$ cat src/rtl/axi_pkg.sv
// Shared AXI read-arbiter definitions: FSM states, fixed AR attributes, port indices.
package axi_pkg;

  typedef enum logic [1:0] {
    IDLE,
    ADDR,
    DATA
  } state_e;

  localparam logic [2:0] AXI_SIZE_WORD  = 3'b010;
  localparam logic [1:0] AXI_BURST_INCR = 2'b01;

  localparam logic PORT_I = 1'b0;
  localparam logic PORT_D = 1'b1;

endpackage

$ cat src/rtl/rr_arb2.sv
// Two-input round-robin picker: on a tie the port not granted last time wins.
module rr_arb2 (
  input  logic [1:0] req,
  input  logic       last,
  output logic [1:0] grant
);

  // One-hot grant; a lone requester always wins, a tie alternates on 'last'.
  always_comb begin
    grant = req;
    if (req == 2'b11) begin
      grant = last ? 2'b01 : 2'b10;
    end
  end

endmodule

$ cat src/rtl/axi_rd_arbiter.sv
// Shares one AXI read channel between icache (port 0) and dcache (port 1),
// one outstanding burst at a time, round-robin on simultaneous requests.
module axi_rd_arbiter
  import axi_pkg::*;
#(
  parameter int ADDR_W = 32,
  parameter int DATA_W = 32,
  parameter int ID_W   = 4
) (
  input  logic              clk,
  input  logic              rst,
  input  logic [1:0]        r_req_i,
  input  logic [ADDR_W-1:0] r_addr_i [2],
  input  logic [7:0]        r_length_i [2],
  input  logic [1:0]        r_data_ready_i,
  output logic [1:0]        r_rdy_o,
  output logic [1:0]        ret_valid_o,
  output logic [1:0]        ret_last_o,
  output logic [DATA_W-1:0] r_data_o,
  output logic              arvalid,
  input  logic              arready,
  output logic [ADDR_W-1:0] araddr,
  output logic [7:0]        arlen,
  output logic [2:0]        arsize,
  output logic [1:0]        arburst,
  output logic [ID_W-1:0]   arid,
  input  logic              rvalid,
  output logic              rready,
  input  logic [DATA_W-1:0] rdata,
  input  logic              rlast,
  input  logic [ID_W-1:0]   rid
);

  state_e     state;
  state_e     state_nxt;
  logic       owner;
  logic       rr_last;
  logic [1:0] grant;

  rr_arb2 u_rr_arb2 (
    .req   (r_req_i),
    .last  (rr_last),
    .grant (grant)
  );

  assign r_data_o = rdata;
  assign arsize   = AXI_SIZE_WORD;
  assign arburst  = AXI_BURST_INCR;
  assign arid     = ID_W'(owner);

  // State register, grant capture and round-robin history.
  always_ff @(posedge clk) begin
    if (rst) begin
      state   <= IDLE;
      owner   <= PORT_I;
      araddr  <= '0;
      arlen   <= '0;
      rr_last <= PORT_D;
    end else begin
      state <= state_nxt;
      if (state == IDLE && |grant) begin
        owner  <= grant[1];
        araddr <= r_addr_i[grant[1]];
        arlen  <= r_length_i[grant[1]];
      end
      if (state == DATA && rvalid && rready && rlast) begin
        rr_last <= owner;
      end
    end
  end

  // Next state plus the AR/R handshakes and per-port routing of the burst.
  always_comb begin
    state_nxt   = state;
    arvalid     = 1'b0;
    rready      = 1'b0;
    r_rdy_o     = '0;
    ret_valid_o = '0;
    ret_last_o  = '0;
    case (state)
      IDLE: begin
        if (|r_req_i) state_nxt = ADDR;
      end
      ADDR: begin
        arvalid = 1'b1;
        if (arready) begin
          r_rdy_o[owner] = 1'b1;
          state_nxt      = DATA;
        end
      end
      DATA: begin
        rready             = r_data_ready_i[owner];
        ret_valid_o[owner] = rvalid;
        ret_last_o[owner]  = rvalid & rlast;
        if (rvalid && rready && rlast) state_nxt = IDLE;
      end
      default: state_nxt = IDLE;
    endcase
  end

  // Requesters must hold their request until accepted.
  a_req0_held: assert property (@(posedge clk) disable iff (rst)
    (r_req_i[0] && !r_rdy_o[0]) |=> r_req_i[0]);
  a_req1_held: assert property (@(posedge clk) disable iff (rst)
    (r_req_i[1] && !r_rdy_o[1]) |=> r_req_i[1]);

  // Returned beats must carry the owner's ID.
  a_rid_match: assert property (@(posedge clk) disable iff (rst)
    (state == DATA && rvalid) |-> (rid == ID_W'(owner)));

endmodule

$ cat config.mk
export PLATFORM = sky130hd
export DESIGN_NAME = axi_rd_arbiter
export DESIGN_NICKNAME = d
export VERILOG_FILES = /design/src/rtl/axi_pkg.sv /design/src/rtl/rr_arb2.sv /design/src/rtl/axi_rd_arbiter.sv
export SDC_FILE = /design/constraint.sdc
export NUM_CORES = 1
export LEC_CHECK = 0
export CAP_MARGIN = 15
export CORE_ASPECT_RATIO = 1.5
export CORE_MARGIN = 8
export CORE_UTILIZATION = 33
export DETAILED_ROUTE_END_ITERATION = 7
export PLACE_DENSITY_LB_ADDON = 0.05
export SLEW_MARGIN = 20
export SYNTH_ARGS = -nofsm -noshare
export SYNTH_HDL_FRONTEND = slang
export SYNTH_SLANG_ARGS = --single-unit
export TNS_END_PERCENT = 20
$ cat constraint.sdc
create_clock -name clk -period 1.4 [get_ports clk]
set_input_delay 0.14 -clock clk [delete_from_list [all_inputs] [get_ports clk]]
set_output_delay 0.14 -clock clk [all_outputs]
set_load 0.005 [all_outputs]
---- Yosys cells after proc, flatten, opt, wreduce, memory -nomap -nowiden ----
Cells that the tools add are included.
storage, ports and cells
  flip-flop bits (word level) ............. 44
  bits in latches ......................... 0
  memory bits (writable) .................. 0
  bits in read-only memories .............. 0
  input bits .............................. 125
  output and inout bits ................... 89
  logic and storage cells ................. 51
  memories kept ........................... 0
cells by class
  add/subtract/negate cells ............... 0
  multipliers ............................. 0
  divide/modulo/power cells ............... 0
  $lt $le $gt $ge ......................... 3
  equal/unequal tests ..................... 6
  shifts and indexed selects .............. 0
  muxes and demuxes ....................... 22
  bitwise operators ....................... 4
  reductions and logical operators ........ 11
operators with widths
  cell                                                    number
  2-to-1 mux 32 bit                                       3
  2-to-1 mux 8 bit                                        3
  2-to-1 mux 2 bit                                        9
  logical AND 1 bit                                       7
  case mux 2 bit (3 select lines)                         1
  2-to-1 mux 1 bit                                        5
  bitwise AND 2 bit                                       2
  equality test 2 bit (second input constant)             2
  inequality test 2 x 1 -> 1 bit (second input constant)  2
  OR reduction 2 bit                                      2
  AND reduction 3 bit                                     1
  equality test 2 x 1 -> 1 bit (second input constant)    1
  >= comparator 2 bit (second input constant)             1
  zero test 2 bit                                         1
  < comparator 1 x 2 -> 1 bit (second input constant)     1
  inequality test 2 bit (second input constant)           1
  inverter 1 -> 2 bit                                     1
  bitwise AND 1 bit                                       1
  demux 1 bit (select 1 bit)                              1
  >= comparator 1 bit (second input constant)             1

---- Depth between registers and ports, before layout ----
  depth in word-level cells ............... 6
  depth in mapped cells ................... 6
  gate-level depth less buffers ........... 3

---- Hierarchy ----
Synthesis repeated with hierarchy kept, for this count alone.
second synthesis, totals
  cells, all modules ...................... 265
  area, all modules ....................... 2610.0 um^2
modules (own cells, without submodules)
  module          instances  cells an instance  area each (um^2)  seq. area each (um^2)
  axi_rd_arbiter  1          262                2591.2            880.8
  rr_arb2         1          3                  18.8              0.0

---- Least setup slack after synthesis ----
OpenSTA, ideal clock, no wires.
  path kind ............................... register to register
  start point ............................. reg state[0]
  end point ............................... reg araddr[0]
  setup time .............................. 0.089 ns
  arrival time ............................ 1.145 ns
  data required time ...................... 1.311 ns
  setup slack ............................. 0.166 ns
  cell stages (with the launch flop) ...... 5
  buffers on the path ..................... 1
  clock period less this slack ............ 1.234 ns
  cells stage by stage .................... dfxtp_1 -> nor2_2 -> clkbuf_1 -> a21oi_1 -> a311oi_2
on the way
  cells in the longest elaborated chain, start to end .. 2
RTL lines
  item                    RTL line              source
  from (decl)             axi_rd_arbiter.sv:34  state_e state;
  from (signal assigned)  axi_rd_arbiter.sv:60  state <= state_nxt;
  zero test 2 bit         axi_rd_arbiter.sv:61  if (state == IDLE && |grant) begin
  logical AND 1 bit       axi_rd_arbiter.sv:61
  to (signal assigned)    axi_rd_arbiter.sv:63  araddr <= r_addr_i[grant[1]];
  to (decl)               axi_rd_arbiter.sv:22  output logic [ADDR_W-1:0] araddr,
No other way between the ends.
A chain may end at the register's enable or synchronous reset.

---- Worst setup path in the final report ----
  start point ............................. reg state[0]
  end point ............................... reg araddr[27]
Same word-level chain as after synthesis.

==> qor.txt <==
Final WS setup -> 0.03544 ns
Overall routing resource usage -> 16.82%
Yosys top cell area share -> 33.46%
Synthesized area per cell -> 8.547 um2
Initial antenna violation count -> 0
Syn. warnings -> 0
Seq/Total Area, Yosys -> 33.46%
Core area -> 0.007858 mm2
Total Wirelength -> 9296 um
Crit share post-route -> 97.47%
Gate Count Post-Synth -> 308
Setup CP Type -> reg2reg
Met1 Use GR -> 16.92%
FF+latch area -> 892.1 um2
Logic pwr share -> 34.5%
HPWL after DPL -> 7062 um
PwrDens -> 980.9 mW/mm2
Met2 usage -> 30.46%
Worst path slowest cell -> dfxtp_4
Most frequent cells in the layout -> 127 x clkdlybuf4s50_1, 85 x nand2_1, 44 x a21oi_1
Layout Nets -> 539
Critical path required time -> 1.59 ns
Area growth, synth to finish -> 58.27%
Die Footprint -> 0.01115 mm2
CTS buffer count -> 5
Clk_skew -> 0.004315 ns
CTS Root Cell -> clkbuf_16
Max IR drop VDD -> 0.4849 mV
Largest net degree at the start of global routing -> 28
Commonest non-fill, non-tap cell in the layout -> clkdlybuf4s50_1
Max FO, Critical Path -> 13
Max Freq -> 0.7328 GHz
DR iter-0 viols -> 111
Worst-path clk slew -> 0.06 ns
Hold Buf Count CTS -> 0
I/O pins -> 214
H-tree Lvls -> 2
Netlist cell types -> 25
Synth Area in Adders -> 0%
CP endpoint kind -> register
Number of global-route vias before repair -> 2739
Critical path cell sequence -> buf_4 -> nor2_4 -> buf_4 -> a21oi_1 -> a311oi_2
Internal Power -> 2.939 mW
Switching fraction of total power -> 28.08%
Most frequent CP cell -> buf_4
DRT antenna net count -> 0
Post-route DRC -> 0
Port bufs -> 137
Multi-input logic area -> 0.001343 mm2
CP Launch Type -> register
Vias/cell -> 4.942
CTS Buffer Depth -> 2
Pre-antenna DRT Iters -> 4
Yosys reg bits -> 44
Dpl ws -> -0.2290 ns
First-pass GRT wire length -> 14570 um
Status -> finished, final reports clean
Max Cap Violations -> 0
Worst skew pair latency -> 0.28 ns
RePlAce Congestion -> 0.7504
GRT overflow -> 0
Avg WL per Cell -> 17.88 um
Final hold viol count -> 0
RSZ-0062 raised after global routing -> true
Fin crit period -> 1.365 ns
GRT met3 Usage -> 3.934%
Psw -> 1.148 mW
Leak Pwr -> 1.578 nW
Initial Util -> 33.50%
Fillers -> 767
CTS tree -> yes
Synth Area in XOR/XNOR -> 0%
Final Setup Violations -> 0
Antenna cells -> 0
Worst path max stage delay -> 0.36 ns
Clock power frac -> 29.1%
Most used routing layer -> met2
Layout cell share with drive strength beyond 1 -> 20.48%
Post-Synth Simple-Gate Area -> 15.26%
Die width -> 88.93 um
Largest family of logic cells by synthesized area -> compound AO/OA/AOI/OAI gates
Hold/Removal Path Class -> in2out
Delay-heaviest family, CP -> buffers and inverters
Clk sinks -> 44
Synth area leader -> dfxtp_1
Vias post-DR -> 2570
Synth Area in Compound Gates -> 32.94%
Die height -> 125.4 um
CP arrival -> 1.56 ns
Hold_ws -> 0.2800 ns
Post-Syn Area -> 0.002633 mm2
WP buf/inv -> 2
Pins Over Slew Limit -> 0
Seq pwr share -> 36.5%
Num rows -> 40
Post-synthesis mux area share -> 0.3802%
Top area cells in the synthesized netlist -> dfxtp_1 33%, a311oi_2 23%, nand2_1 12%, buf_4 12%, a21oi_1 8.4%
[final timing paths]
| check | from | end | slack, ns | depth (start not counted) |
|---|---|---|---|---|
| max | state[0] | araddr[27] | 0.04 | 5 |
| min | rdata[0] | r_data_o[0] | 0.28 | 0 |
| max reg2reg | state[0] | araddr[27] | 0.04 | 5 |
| min reg2reg | araddr[21] | araddr[21] | 0.55 | 2 |
[state kept, by name, indices dropped and copies added, names as in the netlist]
signal,count
araddr,32
arlen,8
owner,1
rr_last,1
state,2
[stage by stage]
stage	area, um2	utilization (%)	TNS, ns	power [mW]	cells
global placement	3980	50.65	-7.453	2.917	510
finish	4167	53.03	0	4.087	520
detailed placement	3980	50.65	-8.077	2.935	510
global route	4167	53.03	-0.1802	4.301	520
floorplan	2655	-	0	2.234	314
CTS	4138	52.66	-0.2384	4.138	518
[power by group through the flow]
stage	clock (mW)	combinational, mW	sequential (mW)
after global routing	1.28	1.51	1.51
after CTS	1.23	1.42	1.49
final	1.19	1.41	1.49
after floorplan	0	0.713	1.52
after global placement	0	1.41	1.51
after detailed placement	0	1.42	1.51
[metal layers]
metal  vias up  part of all wire, %
met1      1212                   35
met4         0                  3.0
met5         -                    0
met2        98                   54
li1       1234                    -
met3        26                  7.7
[cells in the mapped netlist, drive strengths merged]
master	count
nand2	85
buf	48
a21oi	44
dfxtp	44
a311oi	40
clkbuf	21
nor2	7
nor2b	3
conb	2
inv	2
o21ai	2
a21bo	1
a21boi	1
a21o	1
and2	1
mux2i	1
nand2b	1
nand3	1
nand4b	1
o211ai	1
or2	1
[timing repair]
| action | CTS | global route |
|---|---|---|
| endpoints found under the setup margin | 9 | 23 |
| gates resized for setup | 18 | 12 |
| buffers inserted | 0 | 3 |
| pin swaps | 0 | 2 |
[final cells by class]
type	count	area share, %
multi-input cells	199	32.22
repair buffers	162	39.52
well taps	105	3.153
flip-flops and latches	44	21.41
inverters	2	0.1802
clock buffers	8	3.514
[worst register-to-register path, stage by stage, from the launching register on]
cell	delay (ns)
dfxtp_4	0.36
buf_4	0.14
nor2_4	0.17
buf_4	0.24
a21oi_1	0.11
a311oi_2	0.25
[cells by family (layout without fill, tap and decap cells)]
family / after synthesis / in the layout
AO/OA/AOI/OAI: 90 / 90
other: 2 / 8
buffers and inverters: 71 / 172
multiplexers: 1 / 1
flip-flops: 44 / 44
AND/OR/NAND/NOR: 100 / 100
Power figures use the tool's default switching activity.
